--- src/rtl/dec_pkg.sv ---
// -----------------------------------------------------------------------------
// dec_pkg
// Shared widths and types for the registered 4-to-16 one-hot decoder.
//
// Contents:
//   CODE_W      width of the binary code (4)
//   OUT_W       width of the one-hot select vector (16)
//   SLICE_W     width of one 3-to-8 decoder slice (8)
//   onehot16_t  ascending-index one-hot vector, element 0 is the leftmost bit
//   onehot16()  returns the one-hot vector for a code, with element [code] set
// -----------------------------------------------------------------------------
package dec_pkg;

    localparam int CODE_W  = 4;
    localparam int OUT_W   = 16;
    localparam int SLICE_W = 8;

    typedef logic [0:OUT_W-1] onehot16_t;

    // Reference decode: sets the single element matching the code.
    function automatic onehot16_t onehot16(input logic [CODE_W-1:0] code);
        onehot16_t result;
        result       = '0;
        result[code] = 1'b1;
        return result;
    endfunction

endpackage : dec_pkg

--- src/rtl/dec3_8.sv ---
// -----------------------------------------------------------------------------
// dec3_8
// Purely combinational 3-to-8 one-hot decoder slice with enable.
//
// Ports:
//   a     [2:0]  binary code for this slice
//   en_s         slice enable; when low every output is zero
//   out   [0:7]  one-hot output, out[j] = en_s & (a == j)
// -----------------------------------------------------------------------------
module dec3_8
    import dec_pkg::*;
(
    input  logic [2:0]         a,
    input  logic               en_s,
    output logic [0:SLICE_W-1] out
);

    always_comb begin
        out = '0;
        for (int j = 0; j < SLICE_W; j++) begin
            out[j] = en_s & (a == 3'(j));
        end
    end

endmodule : dec3_8

--- src/rtl/dec4_16_reg.sv ---
// -----------------------------------------------------------------------------
// dec4_16_reg
// Registered 4-to-16 one-hot decoder with enable, built from two dec3_8
// slices. The code MSB steers the enable to either the low or the high slice,
// so at most one output bit is ever set. Output appears one clock after the
// code is sampled.
//
// Ports:
//   clk    rising-edge clock
//   rst_n  asynchronous, active-low reset (clears d and valid immediately)
//   en     decode enable; low forces an all-zero decode
//   i      [3:0]  binary code
//   d      [0:15] registered one-hot select, d[0] is the leftmost bit
//   valid  registered copy of en
// -----------------------------------------------------------------------------
module dec4_16_reg
    import dec_pkg::*;
(
    input  logic              clk,
    input  logic              rst_n,
    input  logic              en,
    input  logic [CODE_W-1:0] i,
    output onehot16_t         d,
    output logic              valid
);

    logic [0:SLICE_W-1] lo_slice;
    logic [0:SLICE_W-1] hi_slice;
    logic               lo_en;
    logic               hi_en;
    onehot16_t          d_d;
    onehot16_t          d_q;
    logic               valid_q;

    // i[3] picks exactly one slice; the other stays fully idle.
    assign lo_en = en & ~i[3];
    assign hi_en = en &  i[3];

    dec3_8 u_slice_lo (
        .a    (i[2:0]),
        .en_s (lo_en),
        .out  (lo_slice)
    );

    dec3_8 u_slice_hi (
        .a    (i[2:0]),
        .en_s (hi_en),
        .out  (hi_slice)
    );

    // Low slice fills d[0:7], high slice fills d[8:15].
    assign d_d = {lo_slice, hi_slice};

    always_ff @(posedge clk or negedge rst_n) begin
        if (!rst_n) begin
            d_q     <= '0;
            valid_q <= 1'b0;
        end else begin
            d_q     <= d_d;
            valid_q <= en;
        end
    end

    assign d     = d_q;
    assign valid = valid_q;

endmodule : dec4_16_reg

--- config.mk ---
export PLATFORM = sky130hd
export DESIGN_NAME = dec4_16_reg
export DESIGN_NICKNAME = d
export VERILOG_FILES = /design/src/rtl/dec_pkg.sv /design/src/rtl/dec3_8.sv /design/src/rtl/dec4_16_reg.sv
export SDC_FILE = /design/constraint.sdc
export NUM_CORES = 1
export LEC_CHECK = 0
export CAP_MARGIN = 20
export CELL_PAD_IN_SITES_DETAIL_PLACEMENT = 0
export CELL_PAD_IN_SITES_GLOBAL_PLACEMENT = 1
export CORE_MARGIN = 3
export CORE_UTILIZATION = 32
export DETAILED_ROUTE_END_ITERATION = 8
export GPL_ROUTABILITY_DRIVEN = 0
export PLACE_DENSITY = 0.88
export RECOVER_POWER = 100
export SETUP_SLACK_MARGIN = 0.3
export SYNTH_ARGS = -nofsm -noshare
export SYNTH_HDL_FRONTEND = slang
export SYNTH_SLANG_ARGS = --single-unit
--- constraint.sdc ---
create_clock -name clk -period 1 [get_ports clk]
set_clock_uncertainty 0.2 [all_clocks]
set_input_delay 0.2 -clock clk [delete_from_list [all_inputs] [get_ports clk]]
set_output_delay 0.2 -clock clk [all_outputs]
set_load 0.1 [all_outputs]
Yosys cells after proc, flatten, opt, wreduce, memory -nomap -nowiden. Index checks and enable logic that the tools add are counted.

Equality and inequality tests: 7. Bitwise logic cells: 19. Reductions and logical operators: 1.

Operators with widths (count): 1-bit AND (18); 3-bit == test, second input constant (4); 3-bit by 2-bit == test with 1-bit output, second input constant (2); 3-bit by 1-bit == test with 1-bit output, second input constant (1); 3-bit logical NOT (1); 1-bit inverter (1).

Register bits after elaboration: 17. Output and inout port bits: 17. Word-level logic and storage cells: 29.

Logic depth before layout (Yosys ltp). Gate-level depths: netlist of run 1.

Word-level depth: 3. Gate-level depth with buffers: 2. Depth with buffers taken out: 2.

Modules after synthesis. Synthesis of run 1 repeated with hierarchy kept, for this count alone.

Cell total of the unflattened synthesis: 35. Area, all modules: 631.9 um^2.

By module, submodules not included: dec4_16_reg (instances 1, cells each 19, area each 441.7 um^2); dec3_8 (instances 2, cells each 8, area each 95.1 um^2).

Worst setup path after synthesis of run 1. No wires, ideal clock.

Path type: reg2out. Start point: reg d_q[0] (netlist: d[0]). End point: out d[0]. Arrival: 0.883 ns. Data required time: 0.600 ns. Slack: -0.283 ns. Cell stages (with the launch flop): 1. Cells stage by stage: dfrtp_1.

RTL lines: start, declared (RTL line dec4_16_reg.sv:32) `onehot16_t d_q;`; start signal, assigned (RTL line dec4_16_reg.sv:56) `d_q <= '0;`; start signal, assigned (RTL line dec4_16_reg.sv:59) `d_q <= d_d;`; end, declared (RTL line dec4_16_reg.sv:23) `output onehot16_t d,`.

No word-level cell between the ends.

Worst setup path in the final report of run 1.
Start point: reg d_q[13] (netlist: d[13]). End point: out d[13].

No word-level cell between the ends.

==> results.yml, run 1 <==
logic_synthesis:
  ys_seq_area_frac: 0.7834
  async_flop_share: 1.000
  synthCells: 40
  synth_edf_count: 0
  synth_top_area_share: 0.7834
  syn_area_um2: 543.0
  ys_types: 9
  yosys_warnings: 0
  yosysMostFrequentCell: "dfrtp_1"
  synthTopCellsByArea: "dfrtp_1 78%, nor2_1 8.3%, nor3_1 2.8%"
  synthTopCellsByCount: "17 x dfrtp_1, 12 x nor2_1, 3 x nor3_1, 2 x nand2b_1, 2 x nand3b_1"
  ys.flop_type: "dfrtp_1"
  syn_area_per_cell_um2: 13.58
  yosysTopAreaCell: "dfrtp_1"
  synth_nets: 47
  synth-seq-cells: 17
floorplan:
  start_util: 0.3483
  design.core.area_um2: 1559
  die-area_um2: 2227
  std_cell_rows: 14
  die_h_um: 47.20
  ioPinCount: 24
  die_w_um: 47.20
worst_setup_path:
  cp-end-kind: "output port"
  crit_family: "flip-flops"
  crit_arrival_ps: 960
  path_class: "reg2out"
  path_depth: 1
  cp_num_buf_inv: 1
  cp-start-kind: "flop"
  cpMaxStageDelayCell: "dfrtp_4"
  slowest_delay_ps: 500
  worstPathRequired_ps: 600
  path_cells: "buf_12"
  crit_fanout: 1
final_layout:
  seqCellArea_um2: 489.2
  layout.nets: 85
  drive_gt1_frac: 0.7143
  antenna_cells: 0
  multi_input_area_um2: 137.6
  synthToLayoutAreaGrowth_pct: 108.8
  final_util: 0.7271
  fillCellCount: 101
min_path:
  min_to: "valid"
  holdPathStages: 1
  min_from: "en"
  hold_class: "in2reg"
timing:
  rsz0062_at_grt: "yes"
  max_freq_mhz: 737.8
  timing.final.crit_share: 1.355
  worst_pin_slew_ps: 408.4
  setup_viol: 17
  whs_ps: -155.6
  fin_crit_ps: 1355
  max_slew_margin: 0.7278
  hold_viol: 1
  fin_ws_ps: -355.4
  slew_violations: 0
global_routing:
  grt_pass1_wl_mm: 2.201
  gr-total-overflow: 0
  grt_pass1_vias: 456
  antenna_found_initial: 0
  gr-usage-all-layers: 0.1443
  grt_max_degree: 18
clock_tree:
  cts_buffers: 3
  cts.reportedPaths.clkPinSlew_ps: 100
  clock_path_buffers: 2
  htreeDepth: 1
  cts_root_buf: "clkbuf_4"
  cts.sinks: 17
  cts_tree: "yes"
placement:
  detailed_place_hpwl_mm: 1.063
  port-buffer-count: 23
detailed_routing:
  drtIter0Drc: 1
  postRouteAntennaNets: 0
  drc: 0
  drt-wirelength-per-cell_um: 14.96
  via_count: 439
  dr.pass1.iters: 4
  via_per_inst: 4.720
  wl_mm: 1.391
pwr:
  peakVddDrop_mv: 0.7097
  p_leak_nw: 0.4726
  fin_total_pwr_w: 0.001328
  p_per_area_nw_per_um2: 1172
status:
  violations: "negative hold slack, negative setup slack"
  run_status: "complete, but fails checks"
run:
  maxCapViolations: 0
[how the worst max path moves through the flow]
stage               startpoint     to  slack [ps]
global route              d[3]   d[3]        -390
CTS                      d[13]  d[13]        -370
finish                   d[13]  d[13]        -360
floorplan                 d[0]   d[0]           8
detailed placement          en  d[12]        -530
global placement            en  d[14]        -480
[metal layers]
metal | up-vias | wire length, µm | part of all wire | global-route usage
met5 | - | 0 | 0 | 0
met2 | 20 | 792 | 0.57 | 0.2466
met3 | 0 | 83 | 0.060 | 0.03065
met4 | 0 | 0 | 0 | 0.04972
li1 | 202 | - | - | -
met1 | 217 | 515 | 0.37 | 0.1792
[kinds of logic (layout without fill, tap and decap cells)]
group         Yosys count  count (layout)  synth area share
flops                  17              17            0.7834
buf+inv                 0              37                 0
simple gates           23              23            0.2165
[flip-flops by register name (all words and copies together), names as in the netlist]
signal / count
valid: 1
d: 16
[per-stage QoR]
stage,instances,setup TNS (ps),area (µm²),setup WS [ps]
after floorplan,40,0,639.4,7.774
after global placement,88,-7090,1140,-482.7
after detailed placement,88,-7512,1140,-525.3
after CTS,92,-6075,1181,-366.6
after global routing,93,-6513,1134,-389.4
final,93,-5918,1134,-355.4
[area by class of cell]
type	instances	share of cell area
clock buffer	3	0.01987
multi-input combinational	23	0.1214
sequential	17	0.4316
tap	16	0.01766
timing repair buffer	33	0.4051
clock inverter	1	0.004415
[report_power, final]
group          switching [W]  internal [W]  total (W)
sequential         0.0000106      0.000706   0.000717
combinational       0.000155     0.0000992   0.000254
clock               0.000209      0.000148   0.000357
total               0.000374      0.000954    0.00133
[repair_timing]
item | CTS | global route
endpoints found under the setup margin | 33 | 27
cloned | 0 | 0
setup buffers | 0 | 1
hold endpoints to repair | 5 | 2
resized for setup | 29 | 5
pin swaps | 5 | 6
[cell usage in the layout, fill, tap and decap left out]
cell type / instances
clkbuf_2: 1
buf_12: 17
nand3_1: 1
clkbuf_4: 3
dfrtp_4: 17
nand2b_4: 2
dlygate4sd3_1: 1
clkbuf_1: 3
nor2_4: 1
nand3b_1: 2
nor2_2: 1
or3b_1: 1
nand2_2: 1
clkinv_2: 1
buf_6: 2
nor2_1: 10
buf_2: 2
nor3_1: 4
buf_8: 1
buf_4: 6
(Power assumes the default switching activity.)
==> run 2, diff against run 1 <==
Settings changed: SKIP_CTS_REPAIR_TIMING set to 1.
==> run 2 against run 1 <==
- the run still ends with negative hold slack, negative setup slack left
- global-route usage decreased by 0.47 points
- routed wire length grew 0.50%
- combinational power up 2%
- cell count grew 1.1%
- critical endpoint unchanged
- largest cell class unchanged
==> results.yml, run 2 (synthesis gave the netlist of run 1 again) <==
final_layout:
  synthToLayoutAreaGrowth_pct: 111.8
  drive_gt1_frac: 0.7564
  final_area_um2: 1150
  layout.nets: 86
  largest_reg_flops: 16
  mostFrequentLayoutCells: "17 x dfrtp_4, 17 x buf_12, 8 x nor2_1, 8 x buf_4"
  seqCellArea_um2: 489.2
  multi_input_area_um2: 150.1
  antenna_cells: 0
  fillCellCount: 98
timing:
  setup_viol: 17
  timing.final.crit_share: 1.353
  slew_violations: 0
  max_freq_mhz: 739.3
  max_slew_margin: 0.7255
  fin_crit_ps: 1353
  worst_pin_slew_ps: 411.8
  whs_ps: -151.3
  hold_viol: 1
  rsz0062_at_grt: "yes"
  fin_ws_ps: -352.6
  setup_tns_ps: -5850
worst_setup_path:
  worstPathRequired_ps: 600
  path_class: "reg2out"
  cp-start-kind: "flop"
  cp_num_buf_inv: 1
  crit_family: "flip-flops"
  crit_arrival_ps: 950
  crit_fanout: 1
  cp-end-kind: "output port"
  cpMaxStageDelayCell: "dfrtp_4"
  path_cells: "buf_12"
  slowest_delay_ps: 500
pwr:
  power_frac_clock: 0.264
  peakVddDrop_mv: 0.6713
  fin_total_pwr_w: 0.001326
  p_comb_frac: 0.195
  p_seq_frac: 0.540
  p_leak_nw: 0.4780
  sw_frac_of_total: 0.2798
  p_per_area_nw_per_um2: 1154
  switchingPower_w: 0.0003711
  p_int_w: 0.0009554
clock_tree:
  clock_path_buffers: 2
  htreeDepth: 1
  cts.sinks: 17
  cts_root_buf: "clkbuf_4"
  cts_buffers: 3
  cts_tree: "yes"
  cts.reportedPaths.clkPinSlew_ps: 100
floorplan:
  ioPinCount: 24
  design.core.area_um2: 1559
  die_w_um: 47.20
  std_cell_rows: 14
  start_util: 0.3483
  die-area_um2: 2227
  die_h_um: 47.20
placement:
  detailed_place_hpwl_mm: 1.063
  dpl_worst_slack_ps: -525.3
  port-buffer-count: 23
  place_area_um2: 1140
detailed_routing:
  postRouteAntennaNets: 0
  via_count: 441
  drtIter0Drc: 1
  dr.pass1.iters: 4
  drc: 0
  via_per_inst: 4.691
  drt-wirelength-per-cell_um: 14.87
  wl_mm: 1.398
global_routing:
  gr-usage-all-layers: 0.1396
  grt_pass1_wl_mm: 2.132
  antenna_found_initial: 0
  grt_max_degree: 18
  grt_pass1_vias: 449
  gr-total-overflow: 0
status:
  violations: "negative hold slack, negative setup slack"
  run_status: "complete, but fails checks"
min_path:
  hold_class: "in2reg"
run:
  maxCapViolations: 0
## run 2: changes by cell type in the layout (fill, tap and decap cells not counted), sizes merged
cell | previous run | this run
clkbuf | 7 | 9
buf | 28 | 27
## run 2: power by group through the flow
stage	sequential (W)	clock, W	combinational [W]
floorplan	0.000820	0	0.0000294
global placement	0.000733	0	0.000266
detailed placement	0.000733	0	0.000271
CTS	0.000717	0.000372	0.000272
global route	0.000718	0.000403	0.000271
finish	0.000717	0.000351	0.000259
## run 2: routing by layer
layer,track usage,vias up,share of wire
li1,-,206,-
met1,0.1722,218,0.40
met2,0.2385,17,0.55
met3,0.03065,0,0.044
met4,0.04972,0,0
met5,0,-,0
## run 2: final timing paths
kind | slack (ps) | cells past startpoint | endpoint | from
worst max-delay path | -350 | 1 | d[13] | d[13]
worst min-delay path | -150 | 1 | valid | en
max in group asynchronous | 100 | 2 | d[15] | rst_n
min in group asynchronous | 180 | 2 | d[2] | rst_n
## run 2: metrics by stage
step,utilization,instances
floorplan,-,40
global placement,0.7311,88
detailed placement,0.7311,88
CTS,0.7488,92
global route,0.7376,94
finish,0.7376,94
## run 2: area by class of cell
cell class / instances / share of cell area
Clock buffer: 3 / 0.01959
Tap cell: 16 / 0.01741
Timing Repair Buffer: 34 / 0.4026
Clock inverter: 1 / 0.004353
Sequential cell: 17 / 0.4255
Multi-Input combinational cell: 23 / 0.1306
==> run 3, diff against run 2 <==
Settings changed: CORE_UTILIZATION 32 to 35, DONT_BUFFER_PORTS set to 1, PLACE_DENSITY 0.88 to 0.63, TNS_END_PERCENT set to 30.
==> run 3 against run 2 <==
- the run still ends with negative hold slack, negative setup slack left
- routed wire length down 34%
- fmax grew 3.1%
- combinational power decreased by 90%
- power down 11%
- setup slack better by 41 ps
- global-route usage down 2.8 points
- worst hold slack got worse by 450 ps
- clock power hardly changed
- sequential share of layout area rose by 33 points
- sequential power up 12%
- utilization decreased by 27 points
- final area down 44%
- critical path type unchanged
- critical endpoint is now d[15]
- highest routed layer is now met4
==> results.yml, run 3 (synthesis gave the netlist of run 1 again) <==
worst_setup_path:
  cp-end-kind: "output port"
  crit_arrival_ps: 910
  path_depth: 0
  path_class: "reg2out"
  crit_fanout: 1
  cp-start-kind: "flop"
  worstPathRequired_ps: 600
clock_tree:
  cts_root_buf: "clkbuf_4"
  cts.sinks: 17
  htreeDepth: 1
  cts_buffers: 3
  clock_path_buffers: 2
  cts_tree: "yes"
  cts.reportedPaths.clkPinSlew_ps: 90
final_layout:
  mostFrequentLayoutCells: "17 x dfrtp_4, 12 x nor2_1, 4 x nor3_1"
  final_area_um2: 644.4
  largest_reg_flops: 16
  layout.nets: 52
  antenna_cells: 0
  drive_gt1_frac: 0.4545
  layout_commonest_cell: "dfrtp_4"
  synthToLayoutAreaGrowth_pct: 18.66
pwr:
  p_comb_frac: 0.022
  p_per_area_nw_per_um2: 1831
  sw_frac_of_total: 0.2624
  p_seq_frac: 0.682
  p_leak_nw: 0.2491
  switchingPower_w: 0.0003096
  p_int_w: 0.0008703
  peakVddDrop_mv: 0.6109
  power_frac_clock: 0.296
global_routing:
  antenna_found_initial: 0
  gr-usage-all-layers: 0.1113
  grt_max_degree: 18
  grt_pass1_wl_mm: 1.518
  grt_pass1_vias: 308
  gr-total-overflow: 0
floorplan:
  start_util: 0.3928
  die-area_um2: 2060
  design.core.area_um2: 1383
  ioPinCount: 24
  die_w_um: 45.39
  die_h_um: 45.39
  std_cell_rows: 13
detailed_routing:
  wl_um: 923
  dr.pass1.iters: 3
  drc: 0
  postRouteAntennaNets: 0
  via_per_inst: 5.119
  drt-wirelength-per-cell_um: 15.64
  via_count: 302
  drtIter0Drc: 4
timing:
  max_freq_mhz: 762.2
  whs_ps: -600.5
  slew_violations: 0
  hold_viol: 34
  fin_ws_ps: -312.0
  rsz0062_at_grt: "yes"
  setup_tns_ps: -5213
  max_slew_margin: 0.8009
  timing.final.crit_share: 1.312
  worst_pin_slew_ps: 299.9
  fin_crit_ps: 1312
  setup_viol: 17
status:
  run_status: "complete, but fails checks"
  violations: "negative hold slack, negative setup slack"
min_path:
  hold_class: "in2async"
placement:
  detailed_place_hpwl_um: 735.7
  place_area_um2: 625.6
  dpl_worst_slack_ps: -13.10
  port-buffer-count: 0
run:
  maxCapViolations: 0
==> run 3: changes by cell type in the layout (fill, tap and decap cells not counted), moves of 3 or more <==
cell,previous run,this run
buf_12,17,0
nor2_1,8,12
buf_4,8,0
clkbuf_2,3,0
nor2_2,3,0
==> run 3: cell type report <==
cell class,instances,area [µm²]
clock buffers,4,26.28
fillers,132,738.2
multi-input cells,23,110.1
flip-flops and latches,17,489.2
well taps,15,18.77
==> run 3: final timing paths <==
kind | start | endpoint
max | d[15] | d[15]
min | rst_n | d[7]
max in group asynchronous | rst_n | d[0]
min in group clk | en | valid
==> run 3: per-stage QoR <==
step | hold slack (ps) | util | instances | total power (W)
floorplan | -295.6 | - | 40 | 0.0008425
global placement | -295.2 | 0.4525 | 55 | 0.0008503
detailed placement | -295.3 | 0.4525 | 55 | 0.0008505
CTS | -607.7 | 0.4715 | 59 | 0.001193
global route | -622.9 | 0.4661 | 59 | 0.001223
finish | -600.5 | 0.4661 | 59 | 0.001180
==> run 3: layer usage <==
layer | global-route usage | wire length, µm
met4 | 0.1053 | 30
met1 | 0.1266 | 370
met5 | 0 | 0
met2 | 0.1476 | 455
met3 | 0.05534 | 66
==> run 3: power groups by stage <==
| stage | Clock [W] | Sequential (W) | Combinational (W) |
|---|---|---|---|
| after floorplan | 0 | 0.000820 | 0.0000227 |
| after global placement | 0 | 0.000822 | 0.0000285 |
| after detailed placement | 0 | 0.000822 | 0.0000285 |
| after CTS | 0.000359 | 0.000805 | 0.0000286 |
| after global routing | 0.000386 | 0.000806 | 0.0000306 |
| final | 0.000349 | 0.000805 | 0.0000263 |
==> variant, RTL diff (flow settings as in run 3) <==
Register the inputs `en` and `i` before use, with the module's reset. The logic sees them one clock later. Comments in the files are not updated.
--- a/src/rtl/dec4_16_reg.sv
+++ b/src/rtl/dec4_16_reg.sv
@@ -24,6 +24,19 @@
     output logic              valid
 );
 
+    logic en_q;
+    logic [CODE_W-1:0] i_q;
+
+    always_ff @(posedge clk or negedge rst_n) begin
+        if (!rst_n) begin
+            en_q <= '0;
+            i_q  <= '0;
+        end else begin
+            en_q <= en;
+            i_q  <= i;
+        end
+    end
+
     logic [0:SLICE_W-1] lo_slice;
     logic [0:SLICE_W-1] hi_slice;
     logic               lo_en;
@@ -33,17 +46,17 @@
     logic               valid_q;
 
     // i[3] picks exactly one slice; the other stays fully idle.
-    assign lo_en = en & ~i[3];
-    assign hi_en = en &  i[3];
+    assign lo_en = en_q & ~i_q[3];
+    assign hi_en = en_q &  i_q[3];
 
     dec3_8 u_slice_lo (
-        .a    (i[2:0]),
+        .a    (i_q[2:0]),
         .en_s (lo_en),
         .out  (lo_slice)
     );
 
     dec3_8 u_slice_hi (
-        .a    (i[2:0]),
+        .a    (i_q[2:0]),
         .en_s (hi_en),
         .out  (hi_slice)
     );
@@ -57,7 +70,7 @@
             valid_q <= 1'b0;
         end else begin
             d_q     <= d_d;
-            valid_q <= en;
+            valid_q <= en_q;
         end
     end
 
Check against the original RTL: not equivalent (a bounded check fails within 4 cycles, from zero or initial values and one cycle with rst_n low).
==> variant against run 3 <==
- the flow still finishes with violations (hold timing, setup timing)
- wire length rose by 17%
- area after synthesis rose by 23%
- final area rose by 55%
- count of clock-buffer cells in the layout did not move
- setup slack got worse by 20 ps
- sequential cell count rose by 5
- critical path depth did not move
- critical path type unchanged
Power is not compared: it rests on default switching activity, and its combinational part moved more than twofold at a synthesized area within 25%.
==> variant: results (changes against run 3) <==
Status: finished, violations left
Violations in the final reports: hold timing, setup timing
WL met1: 476 um (+29%)
Post-route insts no fill: 86 (+46%)
Final Hold Vio Count: 27 (-21%)
CP Data Arrival Time: 930 ps (+20 ps)
Post-DP HPWL: 824.7 um (+12%)
Final Setup Violations: 33 (+16)
Total track usage: 0.09619 (-0.01510)
Net count, final: 69 (+33%)
Critical path capture point: d[14]
Vias in the first global route: 396 (+29%)
Dpl ws: -243.7 ps (-230.6 ps)
Setup slack after layout: -331.6 ps (-19.67 ps)
DP Area: 943.4 sq um (+51%)
WL met2: 523 um (+15%)
DR top layer: met3
Worst hold slack: -620.2 ps (-19.62 ps)
Clk slew on worst S/H paths: 110 ps (+20 ps)
Routed wire per std cell: 12.59 um (-20%)
Met3 WL post-DR: 84 um (+27%)
Net Count, Synth: 52 (+11%)
Via density: 4.477 (-13%)
Largest net degree at the start of global routing: 23 (+5)
Layout fillers: 147 (+11%)
Slew HR: 0.8035 (+0.002539)
Drt first pass iters: 2 (-1)
Setup crit start: d[14]$_DFF_PN0_
First-pass GRT wire length: 1.745 mm (+15%)
Placed instance count: 82 (+49%)
Setup TNS: -7801 ps (-2588 ps)
Post-synthesis sequential area ratio: 0.8240 (+0.04056)
Final Cycle Share: 1.332 (+0.01967)
Main area contributors after synthesis: dfrtp_1, nor2_1, nor3_1
Fraction of layout cells with a size suffix above 1: 0.6721 (+0.2176)
variant: power by group through the flow:
stage | clock network [uW] | registers [uW] | logic (uW)
floorplan | 0 | 1040 | 22.1
global placement | 0 | 993 | 124
detailed placement | 0 | 993 | 125
CTS | 478 | 975 | 125
global route | 523 | 982 | 133
finish | 462 | 978 | 127
variant: cells by family after synthesis:
logic type	after synthesis	synth area share
flip-flops	22	0.8240
AND/OR/NAND/NOR	23	0.1760
variant: cell type report:
type                       count  area (sq um)  area share
timing repair buffer          12         198.9      0.1988
sequential                    22         594.3      0.5938
clock buffer                   4         36.28     0.03625
multi-input combinational     23         140.1      0.1400
tap                           25         31.28     0.03125
variant: layer usage:
metal,GRT usage,up-vias
met5,0,-
met4,0.04147,0
met3,0.04230,0
met2,0.1564,19
met1,0.1089,188
li1,-,178
